$ cat src/rtl/diamond_pkg.sv
// ============================================================================
// Module  : diamond_pkg
// Brief   : Level-1 diamond geometry, counts and collection FSM state type.
// Revision: 1.0 - initial release
// ============================================================================
`default_nettype none

package diamond_pkg;

    localparam int DIAMOND_SIZE = 20;
    localparam int NUM_DIAMONDS = 6;

    localparam logic [9:0] c_blue0_x = 10'd460;
    localparam logic [9:0] c_blue0_y = 10'd408;
    localparam logic [9:0] c_blue1_x = 10'd366;
    localparam logic [9:0] c_blue1_y = 10'd238;
    localparam logic [9:0] c_blue2_x = 10'd38;
    localparam logic [9:0] c_blue2_y = 10'd90;
    localparam logic [9:0] c_red0_x  = 10'd330;
    localparam logic [9:0] c_red0_y  = 10'd408;
    localparam logic [9:0] c_red1_x  = 10'd300;
    localparam logic [9:0] c_red1_y  = 10'd220;
    localparam logic [9:0] c_red2_x  = 10'd190;
    localparam logic [9:0] c_red2_y  = 10'd42;

    typedef enum logic [1:0] {
        IDLE = 2'd0,
        SCAN = 2'd1,
        DONE = 2'd2
    } state_t;

    // Scan index 0..2 selects blue 0..2, 3..5 selects red 0..2.
    function automatic logic [9:0] diamond_x(input logic [2:0] idx);
        case (idx)
            3'd0:    return c_blue0_x;
            3'd1:    return c_blue1_x;
            3'd2:    return c_blue2_x;
            3'd3:    return c_red0_x;
            3'd4:    return c_red1_x;
            3'd5:    return c_red2_x;
            default: return 10'd0;
        endcase
    endfunction

    function automatic logic [9:0] diamond_y(input logic [2:0] idx);
        case (idx)
            3'd0:    return c_blue0_y;
            3'd1:    return c_blue1_y;
            3'd2:    return c_blue2_y;
            3'd3:    return c_red0_y;
            3'd4:    return c_red1_y;
            3'd5:    return c_red2_y;
            default: return 10'd0;
        endcase
    endfunction

endpackage

`default_nettype wire

$ cat src/rtl/diamond_hit_check.sv
// ============================================================================
// Module  : diamond_hit_check
// Brief   : Combinational box-overlap test of a player hitbox against one diamond.
// Revision: 1.0 - initial release
// ============================================================================
`default_nettype none

module diamond_hit_check
    import diamond_pkg::*;
#(
    parameter int PLAYER_W = 20,
    parameter int PLAYER_H = 30
) (
    input  logic [9:0] px,
    input  logic [9:0] py,
    input  logic [9:0] dx,
    input  logic [9:0] dy,
    output logic       hit
);

    // Widened to 11 bits so the sums below can never wrap.
    logic [10:0] w_px;
    logic [10:0] w_py;
    logic [10:0] w_dx;
    logic [10:0] w_dy;

    assign w_px = {1'b0, px};
    assign w_py = {1'b0, py};
    assign w_dx = {1'b0, dx};
    assign w_dy = {1'b0, dy};

    assign hit = (w_px < w_dx + 11'(DIAMOND_SIZE)) &&
                 (w_px + 11'(PLAYER_W) > w_dx) &&
                 (w_py < w_dy + 11'(DIAMOND_SIZE)) &&
                 (w_py + 11'(PLAYER_H) > w_dy);

endmodule

`default_nettype wire

$ cat src/rtl/diamond_collect_ctrl.sv
// ============================================================================
// Module  : diamond_collect_ctrl
// Brief   : Per-frame diamond collection scan, eat flags, counts and level status.
//           Optional blink-before-hide behaviour under macro DIAMOND_SPARKLE_EN.
// Revision: 1.0 - initial release
// ============================================================================
`default_nettype none

module diamond_collect_ctrl
    import diamond_pkg::*;
#(
    parameter int PLAYER_W = 20,
`ifdef DIAMOND_SPARKLE_EN
    parameter int SPARKLE_FRAMES = 8,
`endif
    parameter int PLAYER_H = 30
) (
    input  logic       Clk,
    input  logic       Reset,
    input  logic       frame_start,
    input  logic       game_active,
    input  logic       level_restart,
    input  logic [9:0] fb_x,
    input  logic [9:0] fb_y,
    input  logic [9:0] wg_x,
    input  logic [9:0] wg_y,
    output logic [2:0] is_diamond_eat_blue,
    output logic [2:0] is_diamond_eat_red,
    output logic [1:0] blue_count,
    output logic [1:0] red_count,
    output logic       all_collected,
    output logic       collect_pulse,
    output logic       scan_busy
);

    state_t      r_state;
    state_t      w_state_next;
    logic [2:0]  r_idx;
    logic [9:0]  r_fb_x, r_fb_y, r_wg_x, r_wg_y;
    logic [NUM_DIAMONDS-1:0] r_collected;
    logic [1:0]  r_blue_count, r_red_count;
    logic        r_all, r_pulse;

    logic        w_accept;
    logic        w_is_red;
    logic [9:0]  w_px, w_py, w_dx, w_dy;
    logic        w_hit;
    logic        w_new_hit;
    logic [NUM_DIAMONDS-1:0] w_eat;

    assign w_accept  = (r_state == IDLE) && frame_start && game_active && !level_restart;
    assign w_is_red  = (r_idx >= 3'd3);
    assign w_px      = w_is_red ? r_fb_x : r_wg_x;
    assign w_py      = w_is_red ? r_fb_y : r_wg_y;
    assign w_dx      = diamond_x(r_idx);
    assign w_dy      = diamond_y(r_idx);
    assign w_new_hit = (r_state == SCAN) && w_hit && !r_collected[r_idx];

    diamond_hit_check #(
        .PLAYER_W (PLAYER_W),
        .PLAYER_H (PLAYER_H)
    ) u_hit_check (
        .px  (w_px),
        .py  (w_py),
        .dx  (w_dx),
        .dy  (w_dy),
        .hit (w_hit)
    );

    always_ff @(posedge Clk) begin
        if (Reset) begin
            r_state <= IDLE;
        end else begin
            r_state <= w_state_next;
        end
    end

    always_comb begin
        w_state_next = r_state;
        case (r_state)
            IDLE:    if (w_accept) w_state_next = SCAN;
            SCAN:    if (r_idx == 3'd5) w_state_next = DONE;
            DONE:    w_state_next = IDLE;
            default: w_state_next = IDLE;
        endcase
        if (level_restart) begin
            w_state_next = IDLE;
        end
    end

    always_ff @(posedge Clk) begin
        if (Reset || level_restart) begin
            r_idx        <= 3'd0;
            r_fb_x       <= 10'd0;
            r_fb_y       <= 10'd0;
            r_wg_x       <= 10'd0;
            r_wg_y       <= 10'd0;
            r_collected  <= '0;
            r_blue_count <= 2'd0;
            r_red_count  <= 2'd0;
            r_all        <= 1'b0;
            r_pulse      <= 1'b0;
        end else begin
            r_pulse <= 1'b0;
            case (r_state)
                IDLE: begin
                    if (w_accept) begin
                        r_fb_x <= fb_x;
                        r_fb_y <= fb_y;
                        r_wg_x <= wg_x;
                        r_wg_y <= wg_y;
                        r_idx  <= 3'd0;
                    end
                end
                SCAN: begin
                    r_idx <= r_idx + 3'd1;
                    if (w_new_hit) begin
                        r_collected[r_idx] <= 1'b1;
                        r_pulse            <= 1'b1;
                        if (w_is_red) begin
                            if (r_red_count != 2'd3) r_red_count <= r_red_count + 2'd1;
                        end else begin
                            if (r_blue_count != 2'd3) r_blue_count <= r_blue_count + 2'd1;
                        end
                    end
                end
                DONE: begin
                    r_all <= (r_blue_count == 2'd3) && (r_red_count == 2'd3);
                    r_idx <= 3'd0;
                end
                default: r_idx <= 3'd0;
            endcase
        end
    end

`ifdef DIAMOND_SPARKLE_EN
    logic [3:0] r_timer [NUM_DIAMONDS];

    // Timers only count down on accepted frames, so one blink phase spans whole frames.
    always_ff @(posedge Clk) begin
        if (Reset || level_restart) begin
            for (int k = 0; k < NUM_DIAMONDS; k++) r_timer[k] <= 4'd0;
        end else if (w_accept) begin
            for (int k = 0; k < NUM_DIAMONDS; k++) begin
                if (r_timer[k] != 4'd0) r_timer[k] <= r_timer[k] - 4'd1;
            end
        end else if (w_new_hit) begin
            r_timer[r_idx] <= 4'(SPARKLE_FRAMES);
        end
    end

    for (genvar g = 0; g < NUM_DIAMONDS; g++) begin : g_eat_flag
        assign w_eat[g] = (r_timer[g] != 4'd0) ? r_timer[g][1] : r_collected[g];
    end
`else
    for (genvar g = 0; g < NUM_DIAMONDS; g++) begin : g_eat_flag
        assign w_eat[g] = r_collected[g];
    end
`endif

    assign is_diamond_eat_blue = w_eat[2:0];
    assign is_diamond_eat_red  = w_eat[5:3];
    assign blue_count          = r_blue_count;
    assign red_count           = r_red_count;
    assign all_collected       = r_all;
    assign collect_pulse       = r_pulse;
    assign scan_busy           = (r_state != IDLE);

endmodule

`default_nettype wire

$ cat config.mk
export PLATFORM = sky130hd
export DESIGN_NAME = diamond_collect_ctrl
export DESIGN_NICKNAME = d
export VERILOG_FILES = /design/src/rtl/diamond_pkg.sv /design/src/rtl/diamond_hit_check.sv /design/src/rtl/diamond_collect_ctrl.sv
export SDC_FILE = /design/constraint.sdc
export NUM_CORES = 1
export LEC_CHECK = 0
export CORE_AREA = 8 8 125 127
export CTS_CLUSTER_DIAMETER = 30
export DETAILED_ROUTE_END_ITERATION = 7
export DIE_AREA = 0 0 133 135
export GPL_TIMING_DRIVEN = 0
export HOLD_SLACK_MARGIN = 0.12
export PLACE_DENSITY = 0.6
export SLEW_MARGIN = 20
export SYNTH_ARGS = -nofsm -noshare
export SYNTH_HDL_FRONTEND = slang
export SYNTH_HIERARCHICAL = 1
export SYNTH_SLANG_ARGS = --single-unit
$ cat constraint.sdc
create_clock -name Clk -period 5.55 [get_ports Clk]
set_clock_uncertainty 0.2 [all_clocks]
set_input_delay 1.3875 -clock Clk [delete_from_list [all_inputs] [get_ports Clk]]
set_output_delay 1.3875 -clock Clk [all_outputs]
set_load 0.03 [all_outputs]
==> out/results.ini <==
[setup_path]
cp_max_fo=10
startpoint_type=register
crit_required_ns=5.61
critPathArrivalTime_ns=5.25
crit_type=register to register
cp-end-kind=register

[floorplan]
die-area_um2=18000
initial_core_util_pct=29.2
rows=43
io_pins=58
die_x_um=133
die_h_um=135
core-area_um2=13600

[power]
power_density_nw_per_um2=216
leakagePower_nw=2.11
power_mw=1.11
irDropWorstVdd_mv=0.130

[global_route]
grt-ovfl-total=0
grt_use_total_pct=12.2
grt_pass1_wl_um=17900
grt_max_degree=11
grt_pass1_vias=3853
antenna_found_initial=0

[timing]
tightest_slew_ns=0.674
finalSetupViolCount=0
post-route-min-period_ns=5.20
fin_crit_sh_pct=93.7
slew_violations=0
max_slew_margin_pct=54.6
fmax_mhz=192
hold_viol=0
grt_setup_unrepaired=no
whs_ns=0.254
worst_slack_ns=0.352

[clocking]
cts-root-buf=clkbuf_16
cts_made_buffers=9
cts_hold_buf=0
clock-sinks=57
cts.clk_slew.worst_paths_ns=0.05
clock_latency_ns=0.33
cts_tree=yes
cts_resized=1
cts.path.max_buffers=2
htreeDepth=3
post_cts_buffers=0

[placed_design]
place_ws_ns=-0.0102
port_buffers=57
gp_congestion=0.869
dp_hpwl_um=8780
dp_cells=785
place_area_um2=4780

[synthesis]
synth.most_common_cell=nand2_1
syn_inst=543
synth_seq_cells=57
ys_seq_area_share_pct=28.7
syn_area_per_cell_um2=7.31
synth_area_um2=3970
synth_edf_count=0
ys_top_cells_by_area=dfxtp_1 (29%), ha_1 (15%), nand2_1 (15%)
ys_warn_count=6
synth_cell_types=48
ys_top_cells_by_count=nand2_1 (156), a21oi_1 (60), dfxtp_1 (57)
async_flop_share_pct=0
synth_top_cell_area_share_pct=28.7
ys.flop_type=dfxtp_1
synth_top_area_cell=dfxtp_1

[routing]
wl_per_cell_um=13.5
drt_iter0_drc=156
antenna_left=0
vias=3843
finalWirelength_um=10800
drt_pass1_iterations=4
viasPerCell=4.80
drcViolationCount=0

[final_layout]
multi_input_area_um2=2640
seq_area_um2=1140
finalNetCount=709
diodes=0
area_delta_synth_final_pct=29.0
final_area_um2=5120
fin_cells=801
drive_gt1_share_pct=5.64
fillers=1423

[outcome]
status=finished, final reports clean

[run]
drv_cap=0

[worst_hold_path]
min_path_type=register to register

==> per-stage QoR <==
step	TNS, ns	utilization, %
after global routing	0	37.6
after CTS	0	37.6
after detailed placement	-0.0102	35.2
final	0	37.6
after global placement	0	35.2
after floorplan	0	-
==> critical path: stages, from the launching register on <==
cell      delay [ns]
dfxtp_1         0.37
ha_1            0.23
ha_1            0.26
a211o_1         0.41
clkbuf_1        0.26
nand2_1         0.12
nand2_1         0.14
ha_1            0.27
o2111a_1        0.27
xor2_1          0.15
ha_1            0.32
a21o_1          0.14
a211oi_1        0.07
o21ai_0         0.28
o31ai_2         0.13
nor4b_2         0.45
nand3b_1        0.20
or3_4           0.38
or3_1           0.31
a21oi_1         0.15
==> worst paths after layout <==
path / from / to / slack (ns) / depth (start not counted)
worst min-delay path: r_wg_y[6] / r_wg_y[6] / 0.25 / 2
worst min register to register: r_wg_y[6] / r_wg_y[6] / 0.25 / 2
worst max register to register: r_idx[0] / blue_count[0] / 0.35 / 19
worst max-delay path: r_idx[0] / blue_count[0] / 0.35 / 19
==> power breakdown <==
part	internal [mW]	leakage [nW]	total [mW]	switching, mW
clock network	0.404	0.159	0.594	0.191
registers	0.414	0.460	0.417	0.00270
logic	0.0484	1.49	0.0963	0.0479
total	0.866	2.11	1.11	0.241
==> area by class of cell <==
class / instances / share of cell area [%]
clock inverters: 5 / 1.54
well taps: 180 / 4.40
flip-flops and latches: 57 / 22.3
repair buffers: 57 / 11.1
plain buffers: 25 / 2.13
multi-input cells: 435 / 51.5
inverters: 31 / 2.27
clock buffers: 11 / 4.74
==> cells by family after synthesis <==
group | after synthesis | synth area share [%]
and+or+nand+nor | 234 | 25.4
xor gates and xnor gates | 25 | 5.52
buffers and inverters | 56 | 5.58
DFF | 57 | 28.7
other | 1 | 0.0945
AOI/OAI and AO/OA | 115 | 17.7
adders and majority gates | 49 | 15.4
muxes | 6 | 1.61
==> metal layers <==
layer / track usage (%) / vias up / share of wire (%)
met5: 0 / - / 0
met4: 6.50 / 0 / 2.3
met3: 2.23 / 18 / 3.0
met2: 21.2 / 75 / 49
met1: 13.8 / 1767 / 45
li1: - / 1983 / -
==> flip-flops by register name, indices dropped and copies added (netlist names) <==
name           count
r_fb_x            10
r_fb_y            10
r_wg_x            10
r_wg_y            10
r_collected        6
r_idx              3
blue_count         2
r_state            2
red_count          2
all_collected      1
collect_pulse      1
==> cell usage in the layout, fill, tap and decap left out, types with 8 or more instances in the layout <==
cell type / Yosys / final
a21oi_1: 60 / 60
clkbuf_1: 21 / 19
clkbuf_16: 0 / 9
clkdlybuf4s50_1: 0 / 57
dfxtp_1: 57 / 57
ha_1: 48 / 48
inv_1: 31 / 31
nand2_1: 156 / 156
nand3_1: 8 / 8
nor2_1: 27 / 27
nor3_1: 8 / 8
o21ai_0: 18 / 18
xnor2_1: 17 / 17
xor2_1: 8 / 8
Note: power is estimated with default switching activity, not from simulation.
==> variant 1, RTL diff (same flow settings) <==
Add an input register stage for `wg_y`, without a reset; this delays it by one clock. The other inputs are not delayed to match.
--- a/src/rtl/diamond_collect_ctrl.sv
+++ b/src/rtl/diamond_collect_ctrl.sv
@@ -32,6 +32,12 @@
     output logic       collect_pulse,
     output logic       scan_busy
 );
+
+    logic [9:0] wg_y_q;
+
+    always_ff @(posedge Clk) begin
+        wg_y_q <= wg_y;
+    end
 
     state_t      r_state;
     state_t      w_state_next;
@@ -108,7 +114,7 @@
                         r_fb_x <= fb_x;
                         r_fb_y <= fb_y;
                         r_wg_x <= wg_x;
-                        r_wg_y <= wg_y;
+                        r_wg_y <= wg_y_q;
                         r_idx  <= 3'd0;
                     end
                 end
Behaviour: not the same (Yosys sat finds a counterexample within 4 cycles, from zero or initial values).
==> variant 1 against the original RTL <==
Sequential cell count increased by 10; setup slack got worse by 36 ps; routed wire length increased by 0.10%; design area increased by 3.3%; clock power increased by 3%; largest cell class unchanged; area after synthesis increased by 4.2%; power increased by 9.5%; critical path depth increased by 2.
==> variant 1: results (changes against the original RTL) <==
The run finished with clean final reports. Area contributors post-synth: dfxtp_1 32%, ha_1 15%, nand2_1 9.5% (was dfxtp_1 29%, ha_1 15%, nand2_1 15%). The run gives 3,819 (was 3,853) as the number of global-route vias before repair. Commonest cells in the synthesized netlist: 105 x nand2_1, 67 x dfxtp_1, 64 x a21oi_1 (was 156 x nand2_1, 60 x a21oi_1, 57 x dfxtp_1).

For the pin count of the biggest net entering global routing, the log shows 12 (was 11). The tools report the worst hold margin as 234.3 ps (was 254.5 ps). The setup slack after placement came out at 173.6 ps (was -10.24 ps). The internal reg-to-reg setup slack is 320 ps (was 350 ps), and the slew at the pin closest to its max-slew limit is 655.7 ps (was 674.3 ps). The peak per-stage delay on the critical path came out at 430 ps (was 450 ps). The cell class contributing the biggest share of worst-path delay was compound AO/OA/AOI/OAI gates (was simple AND/OR/NAND/NOR gates).

The global-route wire length before repair was 17.99 mm (was 17.88 mm). The worst-path cell with the longest stage delay was or4b_1 (was nor4b_2). The tools report the number of distinct library cells after synthesis as 49 (was 48).

For the half-perimeter wire length after placement, the log shows 8.870 mm (was 8.782 mm). The destination of the worst hold path is r_wg_y[1] (was r_wg_y[6]). For the number of nets in the finished design, the log shows 666 (was 709). The run gives 0.004943 mm2 (was 0.004785 mm2) as the placement-stage cell area. The endpoint of the lowest-slack register-to-register path was r_collected[3] (was blue_count[0]). The fraction of layout cells with a size suffix above 1 was 9.343% (was 5.636%); the proportion of synthesized chip area in sequential cells was 32.43% (was 28.74%).

The async set-or-reset flop fraction in the synthesized netlist is 0% (unchanged), and the static leakage power is 2.153 nW (was 2.110 nW). The worst-skew pair later-pin latency is 330 ps (about the same). The number of resized instances in the post-cts repair step is 0 (was 1), and the total global-route track usage is 12.30% (was 12.15%). The final estimated routing congestion in global placement was 0.8332 (was 0.8689); the peak supply drop was 0.1423 mV (was 0.1300 mV). Length in cells of the worst reg-to-reg path: 21 (was 19).

The logs give 742 (was 785) for the placed cell count and 3,650 (was 3,843) for the overall via count from detail_route. The tools report the startpoint of the lowest-slack hold path as wg_y_q[1] (was r_wg_y[6]). The number of standard cells in the layout, taps in and fillers out came out at 758 (was 801). The run gives 136 (was 156) as the violation count after the first detailed-route iteration.

The synthesized area per cell is 8.240 um2 (was 7.311 um2).
==> variant 1: report_power, final <==
part	internal, W	switching, W	total (W)
clock	0.000416	0.000197	0.000614
combinational	0.0000542	0.0000522	0.000106
sequential	0.000490	0.00000319	0.000493
total	0.000960	0.000253	0.00121
==> variant 1: routing by layer <==
layer	vias to the layer above	global-route usage, %	routed length [um]
li1	1867	-	-
met1	1717	13.75	4911
met2	51	22.14	5391
met3	15	2.377	318
met4	0	5.552	194
met5	-	0	0
==> variant 1: logic make-up (layout without fill, tap and decap cells) <==
| kind of cell | count (synthesis) | after routing | synth area share [%] |
|---|---|---|---|
| and+or+nand+nor | 180 | 180 | 19.60 |
| AOI/OAI and AO/OA | 101 | 101 | 15.03 |
| DFF | 67 | 67 | 32.43 |
| buffers and inverters | 54 | 127 | 6.110 |
| adders and majority gates | 48 | 48 | 14.52 |
| muxes | 26 | 26 | 6.927 |
| xor gates and xnor gates | 25 | 25 | 5.293 |
| other | 1 | 4 | 0.09066 |
==> variant 1: cell type report <==
type	count	area, um2
inverters	32	120.1
repair buffers	57	570.5
clock buffers	12	256.5
plain buffers	22	135.1
flip-flops and latches	67	1341
multi-input cells	384	2567
clock inverters	4	72.57
fillers	1393	8323
well taps	180	225.2
==> variant 1: worst max-delay path by stage <==
| stage | from | end | slack [ps] |
|---|---|---|---|
| 2_1_floorplan | r_idx[2] | r_collected[2] | 1100 |
| 3_3_place_gp | r_idx[2] | blue_count[0] | 220 |
| 3_5_place_dp | r_idx[2] | blue_count[0] | 170 |
| 4_1_cts | r_idx[2] | blue_count[0] | 140 |
| 5_1_grt | r_idx[2] | blue_count[0] | 10 |
| 6_report | r_idx[2] | r_collected[3] | 320 |
==> variant 2, RTL diff (same settings) <==
Made on the original files. `PLAYER_W` is set to 20 in 2 places; all go to 10.
--- a/src/rtl/diamond_hit_check.sv
+++ b/src/rtl/diamond_hit_check.sv
@@ -8,7 +8,7 @@
 module diamond_hit_check
     import diamond_pkg::*;
 #(
-    parameter int PLAYER_W = 20,
+    parameter int PLAYER_W = 10,
     parameter int PLAYER_H = 30
 ) (
     input  logic [9:0] px,
--- a/src/rtl/diamond_collect_ctrl.sv
+++ b/src/rtl/diamond_collect_ctrl.sv
@@ -9,7 +9,7 @@
 module diamond_collect_ctrl
     import diamond_pkg::*;
 #(
-    parameter int PLAYER_W = 20,
+    parameter int PLAYER_W = 10,
 `ifdef DIAMOND_SPARKLE_EN
     parameter int SPARKLE_FRAMES = 8,
 `endif
Check against the original RTL: not equivalent (a bounded check fails within 4 cycles, from zero or initial values).
==> variant 2 against the original RTL <==
Area after synthesis up 1.0%; setup slack worse by 50 ps; first-iteration DRC count up 32%; routed wire length up 3.9%; non-clock buffer count unchanged; power up 4.2%; via count up 1.4%; critical endpoint is now red_count[0]; sequential cell count unchanged; hold slack worse by 1.0 ps; clock power up 7.4%; design area up 1.1%.
==> variant 2: results (changes against the original RTL) <==
The run finished with clean final reports. The destination of the worst hold path is r_fb_y[6] (was r_wg_y[6]). Area contributors post-synth: dfxtp_1 28%, ha_1 15%, nand2_1 15% (was dfxtp_1 29%, ha_1 15%, nand2_1 15%).

The shortest period the worst path allows is 5248 ps (was 5198 ps). Startpoint of the lowest-slack hold path: r_fb_y[6] (was r_wg_y[6]). The global-route wire length before repair came out at 18.81 mm (was 17.88 mm). Commonest cells in the synthesized netlist: 159 x nand2_1, 57 x dfxtp_1, 56 x a21oi_1 (was 156 x nand2_1, 60 x a21oi_1, 57 x dfxtp_1). The kind of path behind the tightest hold check was reg2reg (unchanged). The timing endpoint of the critical path was red_count[0] (was blue_count[0]). The run gives 204.8 ps (was -10.24 ps) as the setup slack after placement.

The number of distinct library cells after synthesis came out at 53 (was 48). Internal reg-to-reg setup slack: 300 ps (was 350 ps). The violation count after the first detailed-route iteration came out at 206 (was 156). The tools report the number of resized instances in the post-cts repair step as 0 (was 1). The number of global-route vias before repair was 3,987 (was 3,853); the signal arrival time at the worst endpoint was 5300 ps (was 5250 ps). The proportion of synthesized chip area in sequential cells was 28.46% (was 28.74%); the fraction of layout cells with a size suffix above 1 was 5.305% (was 5.636%). The half-perimeter wire length after placement is 9.092 mm (was 8.782 mm). The wire length per cell was 14.00 um (was 13.49 um).

The peak supply drop was 0.1735 mV (was 0.1300 mV). The post-synthesis share of cell area spent on full adders, half adders and majority gates was 15.54% (was 15.38%). The xor/xnor cell area share of the yosys netlist was 5.679% (was 5.515%). The synthesized-area fraction occupied by ao, oa, aoi and oai cells is 18.19% (was 17.71%). The slew at the pin closest to its max-slew limit was 702.6 ps (was 674.3 ps). The average vias per placed instance is 4.859 (was 4.798), and the static leakage power is 2.096 nW (was 2.110 nW). Worst-path cell with the longest stage delay: nor4_2 (was nor4b_2). The worst hold margin was 253.5 ps (was 254.5 ps).

The peak per-stage delay on the critical path is 500 ps (was 450 ps). The global routing usage on met2 was 22.62% (was 21.19%). The tools report the total global-route track usage as 12.72% (was 12.15%). The share of synthesized area spent on multiplexers came out at 1.591% (was 1.607%). Placement-stage cell area: 0.004825 mm2 (was 0.004785 mm2). The final estimated routing congestion in global placement is 0.9186 (was 0.8689), and the fraction of met1 tracks used by global routing is 14.29% (was 13.84%). The fraction of met3 tracks used by global routing came out at 2.637% (was 2.229%). The length in cells of the worst reg-to-reg path is 22 (was 19).
variant 2: cell types whose count changed in the layout (fill, tap and decap cells not counted), moves of 3 or more:
cell / change
a21oi_1: -4
nand3_1: -4
nand2_1: +3
o211ai_1: +3
o21ai_0: -3
variant 2: through the flow:
step                      std cells  utilization [%]
final                           802            38.05
after CTS                       802            37.98
after global routing            802            38.05
after floorplan                 549                -
after detailed placement        786            35.44
after global placement          786            35.44
variant 2: worst min-delay path, cell delays in order (launching register included):
cell     delay (ps)
dfxtp_1         300
nand2_1          50
a21oi_1          50
variant 2: cells by family after synthesis:
family | after synthesis
other | 1
XOR/XNOR | 26
adder cells (fa/ha/maj) | 50
AND/OR/NAND/NOR | 232
multiplexers | 6
buffers and inverters | 56
AO/OA/AOI/OAI | 116
flip-flops | 57
variant 2: area by class of cell:
cell class | count | area, um2
Tap cell | 180 | 225.2
Sequential cell | 57 | 1141
Multi-Input combinational cell | 436 | 2671
Inverter | 31 | 116.4
Buffer | 25 | 108.9
Clock inverter | 5 | 102.6
Timing Repair Buffer | 57 | 570.5
Fill cell | 1403 | 8433
Clock buffer | 11 | 242.7
variant 2: where the power goes:
group	leakage, nW	switching [W]	total, W	internal [W]
sequential	0.460	0.00000274	0.000417	0.000414
combinational	1.47	0.0000486	0.0000981	0.0000495
clock	0.166	0.000189	0.000638	0.000449
total	2.10	0.000240	0.00115	0.000913
variant 2: routing by layer:
| layer | routed length (um) | share of wire (%) | vias up |
|---|---|---|---|
| li1 | - | - | 2002 |
| met1 | 4908 | 44 | 1799 |
| met2 | 5490 | 49 | 78 |
| met3 | 504 | 4.5 | 18 |
| met4 | 326 | 2.9 | 0 |
| met5 | 0 | 0 | - |
